$ cat config.mk
export PLATFORM = sky130hd
export DESIGN_NAME = linear_proj_out_collector_flat
export DESIGN_NICKNAME = d
export VERILOG_FILES = /design/src/rtl/linear_proj_out_collector_if.sv /design/src/rtl/linear_proj_out_collector.sv /design/src/flat_wrapper.sv
export SDC_FILE = /design/constraint.sdc
export NUM_CORES = 1
export LEC_CHECK = 0
export CAP_MARGIN = 20
export CORE_AREA = 2 2 252 254
export DETAILED_ROUTE_END_ITERATION = 10
export DIE_AREA = 0 0 254 256
export PLACE_DENSITY = 0.77
export SLEW_MARGIN = 0
export SYNTH_ARGS = -nofsm -noshare
export SYNTH_HDL_FRONTEND = slang
export SYNTH_SLANG_ARGS = --single-unit
$ cat constraint.sdc
create_clock -name clk -period 2.4 [get_ports clk]
set_input_delay 0.36 -clock clk [delete_from_list [all_inputs] [get_ports clk]]
set_output_delay 0.36 -clock clk [all_outputs]
set_load 0.03 [all_outputs]
$ cat src/rtl/linear_proj_out_collector_if.sv
// Tile stream from the multi-matmul array into the output collector.
// The master produces tiles; the slave (collector) signals when it can take one.
interface linear_proj_out_collector_if #(
  parameter int TILE_W = 512
) ();
  logic              in_valid;
  logic [TILE_W-1:0] in_data;
  logic              in_ready;

  modport master (output in_valid, output in_data, input in_ready);
  modport slave  (input in_valid, input in_data, output in_ready);
endinterface

$ cat src/rtl/linear_proj_out_collector.sv
// Collects matmul output tiles and serializes each into one BRAM write per
// matmul module, using row-major C addresses; pulses done after the last tile.
module linear_proj_out_collector #(
  parameter int WIDTH_OUT      = 16,
  parameter int BLOCK_SIZE     = 2,
  parameter int NUM_CORES_A    = 2,
  parameter int NUM_CORES_B    = 1,
  parameter int TOTAL_MODULES  = 4,
  parameter int ROW_SIZE_MAT_C = 1,
  parameter int COL_SIZE_MAT_C = 1,
  localparam int SLICE_W  = WIDTH_OUT * BLOCK_SIZE * BLOCK_SIZE * NUM_CORES_A * NUM_CORES_B,
  localparam int TILE_W   = SLICE_W * TOTAL_MODULES,
  localparam int MAX_FLAG = ROW_SIZE_MAT_C * COL_SIZE_MAT_C,
  localparam int NUM_WR   = MAX_FLAG * TOTAL_MODULES,
  localparam int ADDR_W   = (NUM_WR > 1) ? $clog2(NUM_WR) : 1,
  localparam int FLAG_W   = $clog2(MAX_FLAG + 1)
) (
  input  logic                         clk,
  input  logic                         rst_n,
  input  logic                         start,
  linear_proj_out_collector_if.slave   tile_if,
  output logic                         wr_en,
  output logic [ADDR_W-1:0]            wr_addr,
  output logic [SLICE_W-1:0]           wr_data,
  output logic [FLAG_W-1:0]            flag_cnt,
  output logic                         busy,
  output logic                         done
);

  localparam int M_W   = $clog2(TOTAL_MODULES + 1);
  localparam int ROW_W = (ROW_SIZE_MAT_C > 1) ? $clog2(ROW_SIZE_MAT_C) : 1;
  localparam int COL_W = (COL_SIZE_MAT_C > 1) ? $clog2(COL_SIZE_MAT_C) : 1;

  typedef enum logic [1:0] {S_IDLE, S_ACCEPT, S_DRAIN, S_DONE} state_t;

  state_t              state_q, state_d;
  logic [TILE_W-1:0]   tile_q, tile_d;
  logic [M_W-1:0]      m_q, m_d;
  logic [ROW_W-1:0]    row_q, row_d;
  logic [COL_W-1:0]    col_q, col_d;
  logic [FLAG_W-1:0]   flag_cnt_q, flag_cnt_d;
  logic                wr_en_q, wr_en_d;
  logic [ADDR_W-1:0]   wr_addr_q, wr_addr_d;
  logic [SLICE_W-1:0]  wr_data_q, wr_data_d;
  logic                busy_q, busy_d;
  logic                done_q, done_d;

  logic [ADDR_W-1:0]   tile_base;
  logic [SLICE_W-1:0]  cur_slice;

  assign tile_base = ADDR_W'(int'(row_q) * COL_SIZE_MAT_C * TOTAL_MODULES
                             + int'(col_q) * TOTAL_MODULES);

  always_comb begin
    cur_slice = '0;
    for (int i = 0; i < TOTAL_MODULES; i++) begin
      if (int'(m_q) == i) cur_slice = tile_q[i*SLICE_W +: SLICE_W];
    end
  end

  // Slice 0 is issued on the handshake edge so the first write lands one
  // cycle later; the extra drain step with m == TOTAL_MODULES closes the tile.
  always_comb begin
    state_d    = state_q;
    tile_d     = tile_q;
    m_d        = m_q;
    row_d      = row_q;
    col_d      = col_q;
    flag_cnt_d = flag_cnt_q;
    wr_en_d    = 1'b0;
    wr_addr_d  = wr_addr_q;
    wr_data_d  = wr_data_q;
    busy_d     = busy_q;
    done_d     = 1'b0;
    case (state_q)
      S_IDLE: begin
        if (start) begin
          state_d    = S_ACCEPT;
          flag_cnt_d = '0;
          row_d      = '0;
          col_d      = '0;
          busy_d     = 1'b1;
        end
      end
      S_ACCEPT: begin
        if (tile_if.in_valid) begin
          tile_d    = tile_if.in_data;
          m_d       = M_W'(1);
          wr_en_d   = 1'b1;
          wr_addr_d = tile_base;
          wr_data_d = tile_if.in_data[SLICE_W-1:0];
          state_d   = S_DRAIN;
        end
      end
      S_DRAIN: begin
        if (int'(m_q) < TOTAL_MODULES) begin
          wr_en_d   = 1'b1;
          wr_addr_d = tile_base + ADDR_W'(m_q);
          wr_data_d = cur_slice;
          m_d       = m_q + 1'b1;
        end else begin
          flag_cnt_d = flag_cnt_q + 1'b1;
          if (col_q == COL_W'(COL_SIZE_MAT_C - 1)) begin
            col_d = '0;
            row_d = (row_q == ROW_W'(ROW_SIZE_MAT_C - 1)) ? '0 : row_q + 1'b1;
          end else begin
            col_d = col_q + 1'b1;
          end
          if (int'(flag_cnt_q) == MAX_FLAG - 1) begin
            state_d = S_DONE;
            done_d  = 1'b1;
            busy_d  = 1'b0;
          end else begin
            state_d = S_ACCEPT;
          end
        end
      end
      S_DONE: state_d = S_IDLE;
      default: state_d = S_IDLE;
    endcase
  end

  always_ff @(posedge clk) begin
    if (!rst_n) begin
      state_q    <= S_IDLE;
      tile_q     <= '0;
      m_q        <= '0;
      row_q      <= '0;
      col_q      <= '0;
      flag_cnt_q <= '0;
      wr_en_q    <= 1'b0;
      wr_addr_q  <= '0;
      wr_data_q  <= '0;
      busy_q     <= 1'b0;
      done_q     <= 1'b0;
    end else begin
      state_q    <= state_d;
      tile_q     <= tile_d;
      m_q        <= m_d;
      row_q      <= row_d;
      col_q      <= col_d;
      flag_cnt_q <= flag_cnt_d;
      wr_en_q    <= wr_en_d;
      wr_addr_q  <= wr_addr_d;
      wr_data_q  <= wr_data_d;
      busy_q     <= busy_d;
      done_q     <= done_d;
    end
  end

  assign tile_if.in_ready = (state_q == S_ACCEPT);
  assign wr_en            = wr_en_q;
  assign wr_addr          = wr_addr_q;
  assign wr_data          = wr_data_q;
  assign flag_cnt         = flag_cnt_q;
  assign busy             = busy_q;
  assign done             = done_q;

endmodule

$ cat src/flat_wrapper.sv
// flat-port wrapper written by rule: the top's interface ports become plain ports
module linear_proj_out_collector_flat 
#(
  parameter int WIDTH_OUT      = 16,
  parameter int BLOCK_SIZE     = 2,
  parameter int NUM_CORES_A    = 2,
  parameter int NUM_CORES_B    = 1,
  parameter int TOTAL_MODULES  = 4,
  parameter int ROW_SIZE_MAT_C = 1,
  parameter int COL_SIZE_MAT_C = 1,
  localparam int SLICE_W  = WIDTH_OUT * BLOCK_SIZE * BLOCK_SIZE * NUM_CORES_A * NUM_CORES_B,
  localparam int TILE_W   = SLICE_W * TOTAL_MODULES,
  localparam int MAX_FLAG = ROW_SIZE_MAT_C * COL_SIZE_MAT_C,
  localparam int NUM_WR   = MAX_FLAG * TOTAL_MODULES,
  localparam int ADDR_W   = (NUM_WR > 1) ? $clog2(NUM_WR) : 1,
  localparam int FLAG_W   = $clog2(MAX_FLAG + 1)
)
  (clk, rst_n, start, wr_en, wr_addr, wr_data, flag_cnt, busy, done, tile_if_in_valid, tile_if_in_data, tile_if_in_ready);
  linear_proj_out_collector_if #(.TILE_W(((128) * (4)))) tile_if_i ();
  input  logic clk;
  input  logic rst_n;
  input  logic start;
  output logic wr_en;
  output logic [ADDR_W-1:0] wr_addr;
  output logic [SLICE_W-1:0] wr_data;
  output logic [FLAG_W-1:0] flag_cnt;
  output logic busy;
  output logic done;
  input wire logic [$bits(tile_if_i.in_valid)-1:0] tile_if_in_valid;
  input wire logic [$bits(tile_if_i.in_data)-1:0] tile_if_in_data;
  output wire logic [$bits(tile_if_i.in_ready)-1:0] tile_if_in_ready;
  assign tile_if_i.in_valid = tile_if_in_valid;
  assign tile_if_i.in_data = tile_if_in_data;
  assign tile_if_in_ready = tile_if_i.in_ready;
  linear_proj_out_collector #(.WIDTH_OUT(WIDTH_OUT), .BLOCK_SIZE(BLOCK_SIZE), .NUM_CORES_A(NUM_CORES_A), .NUM_CORES_B(NUM_CORES_B), .TOTAL_MODULES(TOTAL_MODULES), .ROW_SIZE_MAT_C(ROW_SIZE_MAT_C), .COL_SIZE_MAT_C(COL_SIZE_MAT_C)) u_core (.clk(clk), .rst_n(rst_n), .start(start), .tile_if(tile_if_i), .wr_en(wr_en), .wr_addr(wr_addr), .wr_data(wr_data), .flag_cnt(flag_cnt), .busy(busy), .done(done));
endmodule
==> run_summary.xml <==
<?xml version="1.0" encoding="UTF-8"?>
<metrics>
  <group name="status">
    <metric name="run_status" unit="">finished clean</metric>
  </group>
  <group name="placed_design">
    <metric name="detailedPlacementHpwl" unit="um">68100</metric>
    <metric name="placement.io_buffers" unit="">650</metric>
    <metric name="gpl.final_weighted_congestion" unit="">0.883</metric>
    <metric name="numPlacedInstances" unit="">4863</metric>
  </group>
  <group name="power_and_ir_drop">
    <metric name="power_switching" unit="mW">16.3</metric>
    <metric name="vdd_ir_drop_max" unit="mV">0.853</metric>
    <metric name="totalPowerFinal" unit="mW">42.4</metric>
    <metric name="clock_power_share" unit="%">26.4</metric>
    <metric name="internal" unit="mW">26.1</metric>
    <metric name="total_leakage_power" unit="nW">13.8</metric>
    <metric name="power.combinational.fraction" unit="%">39.0</metric>
    <metric name="switching_share" unit="%">38.4</metric>
    <metric name="power.sequential.fraction" unit="%">34.7</metric>
    <metric name="power_per_cell_area" unit="mW/mm2">1130</metric>
  </group>
  <group name="flow_run">
    <metric name="drv.max_cap_violation_count" unit="">0</metric>
  </group>
  <group name="yosys">
    <metric name="synth_xor_xnor_area_share" unit="%">0</metric>
    <metric name="ys_seq_elements" unit="">651</metric>
    <metric name="synth_enable_flop_cells" unit="">0</metric>
    <metric name="main_combinational_cell_family_by_area_after_synthesis" unit="">compound AO/OA/AOI/OAI gates</metric>
    <metric name="muxShareOfSynthArea" unit="%">0</metric>
    <metric name="post_synth.cell_area_avg" unit="um2">7.59</metric>
    <metric name="syn_nets" unit="">4153</metric>
    <metric name="synthFlopType" unit="">dfxtp_1</metric>
    <metric name="post_synth_instance_area" unit="mm2">0.0275</metric>
    <metric name="synth_fa_ha_area_share" unit="%">0.409</metric>
    <metric name="postSynthCellCount" unit="">3628</metric>
    <metric name="synth.yosys.warnings" unit="">0</metric>
    <metric name="fraction_of_the_mapped_netlist_area_in_compound_gates" unit="%">27.2</metric>
    <metric name="unique_cell_type_count_in_the_yosys_netlist" unit="">30</metric>
    <metric name="synth-simple-area-share" unit="%">19.7</metric>
    <metric name="share_of_async_settable_or_async_resettable_flops_after_synthesis" unit="%">0</metric>
    <metric name="yosysSeqAreaShare" unit="%">47.4</metric>
  </group>
  <group name="floorplanning">
    <metric name="die_w" unit="um">254</metric>
    <metric name="fp.coreArea" unit="mm2">0.0624</metric>
    <metric name="design.portCount" unit="">651</metric>
    <metric name="die_area" unit="mm2">0.0650</metric>
    <metric name="die_height" unit="um">256</metric>
    <metric name="floorplan.initialDensity" unit="%">44.1</metric>
    <metric name="placementRows" unit="">92</metric>
  </group>
  <group name="layout">
    <metric name="mostFrequentLayoutCell" unit="">nand2_1</metric>
    <metric name="area.growth.synth_to_final" unit="%">36.5</metric>
    <metric name="most-common-layout-cells" unit="">1158 x nand2_1, 776 x a21oi_1, 651 x dfxtp_1</metric>
    <metric name="drive_gt1_share" unit="%">5.43</metric>
    <metric name="nets" unit="">4614</metric>
    <metric name="finished_layout_cells" unit="">5009</metric>
  </group>
  <group name="sta">
    <metric name="setup_tns" unit="ns">0</metric>
    <metric name="period_share" unit="%">93.2</metric>
    <metric name="setup_violations" unit="">0</metric>
    <metric name="rsz_0062_raised_after_global_routing" unit="">no</metric>
    <metric name="worstMarginPinSlew" unit="ns">0.675</metric>
    <metric name="relSlewSlack" unit="%">55.0</metric>
    <metric name="hold_violations" unit="">0</metric>
    <metric name="clock-skew-final" unit="ns">0.0334</metric>
    <metric name="finalMaxSlewViolations" unit="">0</metric>
    <metric name="fmaxAchievable" unit="MHz">447</metric>
    <metric name="post-route-min-period" unit="ns">2.24</metric>
  </group>
  <group name="clock_network">
    <metric name="hold_buffers" unit="">0</metric>
    <metric name="clock_insertion_delay_worst_skew" unit="ns">0.60</metric>
    <metric name="path_clk_slew" unit="ns">0.06</metric>
    <metric name="cts.sink_count" unit="">651</metric>
    <metric name="cts_max_level" unit="">3</metric>
    <metric name="tritoncts.num_buffers" unit="">70</metric>
    <metric name="postCtsSetupBuffers" unit="">0</metric>
    <metric name="clockBufferDepth" unit="">3</metric>
    <metric name="tritoncts_clock_tree" unit="">yes</metric>
    <metric name="cts.root.buffer_cell" unit="">clkbuf_16</metric>
  </group>
  <group name="routing">
    <metric name="drc_errors" unit="">0</metric>
    <metric name="routed_length_per_instance" unit="um">21.1</metric>
    <metric name="drt_pre_antenna_iters" unit="">8</metric>
    <metric name="drt_iter0_markers" unit="">3284</metric>
    <metric name="routed_via_density" unit="">5.83</metric>
    <metric name="postRouteWirelength" unit="um">106000</metric>
    <metric name="ant_nets" unit="">0</metric>
    <metric name="route.vias.total" unit="">29200</metric>
  </group>
  <group name="global_routing">
    <metric name="grt_util_all_layers" unit="%">30.9</metric>
    <metric name="largest_net_degree_at_the_start_of_global_routing" unit="">90</metric>
    <metric name="first_global_vias" unit="">27400</metric>
    <metric name="grt-ovfl-total" unit="">0</metric>
    <metric name="initial_antenna_violation_count" unit="">22</metric>
    <metric name="wire_length_of_the_first_global_routing_pass" unit="um">159000</metric>
  </group>
  <group name="setup_path">
    <metric name="timing.critical_path.arrival" unit="ns">1.88</metric>
    <metric name="worst_setup_path_end_kind" unit="">output pin</metric>
    <metric name="crit_path_category" unit="">register to output pin</metric>
    <metric name="worstPathRequired" unit="ns">2.04</metric>
    <metric name="setup.worst_path.start_class" unit="">register</metric>
    <metric name="crit_path_top_delay_cell" unit="">dlygate4sd2_1</metric>
    <metric name="cp_slowest_stage_delay" unit="ns">0.51</metric>
    <metric name="cells_traversed_along_the_worst_timing_path" unit="">inv_1, ha_1, dlygate4sd2_1</metric>
    <metric name="cp_max_fo" unit="">5</metric>
    <metric name="r2r_start" unit="">u_core.state_q[1]</metric>
    <metric name="crit_start" unit="">u_core.state_q[1]</metric>
  </group>
  <group name="hold_path">
    <metric name="hold_path_startpoint" unit="">rst_n</metric>
    <metric name="min-delay-path-class" unit="">input port to register</metric>
  </group>
</metrics>
-- worst max-delay path, delay by kind of cell (launching register included) --
kind	cells	cell delay (ns)
buf+inv	2	0.63
flops	1	0.34
fa+ha+maj	1	0.32
-- kinds of logic (layout without fill, tap and decap cells) --
family | count (synthesis) | count (layout)
DFF | 651 | 651
AOI/OAI and AO/OA | 1296 | 1296
and+or+nand+nor | 1310 | 1310
buffers and inverters | 362 | 878
other | 0 | 19
adders and majority gates | 9 | 9
-- synth_stat cells, types with 2 or more instances --
| cell type | count | area share (%) |
|---|---|---|
| o21ai_1 | 13 | 0.24 |
| nand3_1 | 3 | 0.055 |
| inv_1 | 6 | 0.082 |
| ha_1 | 9 | 0.41 |
| nand3b_1 | 129 | 3.5 |
| a21o_1 | 128 | 3.5 |
| nand2_1 | 1160 | 16 |
| o21ai_0 | 117 | 2.1 |
| a21oi_1 | 776 | 14 |
| nor3_1 | 2 | 0.036 |
| o22ai_1 | 128 | 2.9 |
| dfxtp_1 | 651 | 47 |
| o221ai_1 | 128 | 4.1 |
| a211oi_1 | 2 | 0.055 |
| buf_4 | 5 | 0.14 |
| buf_2 | 66 | 1.2 |
| clkbuf_1 | 264 | 3.6 |
| buf_1 | 19 | 0.26 |
| nor2b_1 | 5 | 0.11 |
| nor2_1 | 7 | 0.095 |
-- stage by stage --
step / hold WS [ns] / utilization, % / setup WS (ns) / cell area [um2]
global route: 0.242 / 60.2 / 0.0944 / 37600
detailed placement: 0.447 / 56.3 / 0.199 / 35100
CTS: 0.234 / 60.2 / 0.137 / 37500
finish: 0.255 / 60.2 / 0.163 / 37600
global placement: 0.441 / 56.3 / 0.280 / 35100
floorplan: 0.436 / - / 0.478 / 27500
-- worst paths after layout --
path	to	slack, ns	depth (start not counted)
max	tile_if_in_ready	0.16	3
min	u_core.tile_q[94]	0.26	3
max reg2reg	u_core.wr_data[62]	0.25	7
min reg2reg	u_core.tile_q[75]	0.45	2
-- power by group through the flow --
stage / logic, mW / registers [mW] / clock network, mW
after floorplan: 7.26 / 16.6 / 0
after global placement: 16.1 / 14.8 / 0
after detailed placement: 16.3 / 14.8 / 0
after CTS: 16.4 / 14.6 / 11.3
after global routing: 17.5 / 14.9 / 11.7
final: 16.5 / 14.7 / 11.2
-- state kept, by name, indices dropped and copies added, names as in the netlist --
signal	flops
u_core.busy	1
u_core.done	1
u_core.flag_cnt	1
u_core.m_q	3
u_core.state_q	2
u_core.tile_q	512
u_core.wr_addr	2
u_core.wr_data	128
u_core.wr_en	1
-- repair_timing --
item / CTS / global route
endpoints found under the hold margin: 0 / 0
gates resized for setup: 1 / 0
endpoints found under the setup margin: 1 / 0
-- layer usage --
| layer | vias to the layer above | wire length, um | track usage [%] |
|---|---|---|---|
| li1 | 13400 | - | - |
| met1 | 13800 | 42000 | 40.7 |
| met2 | 1669 | 48600 | 47.9 |
| met3 | 304 | 9720 | 5.91 |
| met4 | 8 | 5460 | 16.4 |
| met5 | - | 53 | 0 |
-- final cells by class --
| type | instances | area (um2) |
|---|---|---|
| inverters | 7 | 36.3 |
| well taps | 846 | 1060 |
| repair buffers | 744 | 7900 |
| clock buffers | 102 | 2100 |
| multi-input cells | 2615 | 13100 |
| fillers | 5533 | 24800 |
| clock inverters | 25 | 290 |
| flip-flops and latches | 651 | 13000 |
| diodes | 19 | 47.5 |
(Power assumes the default switching activity.)
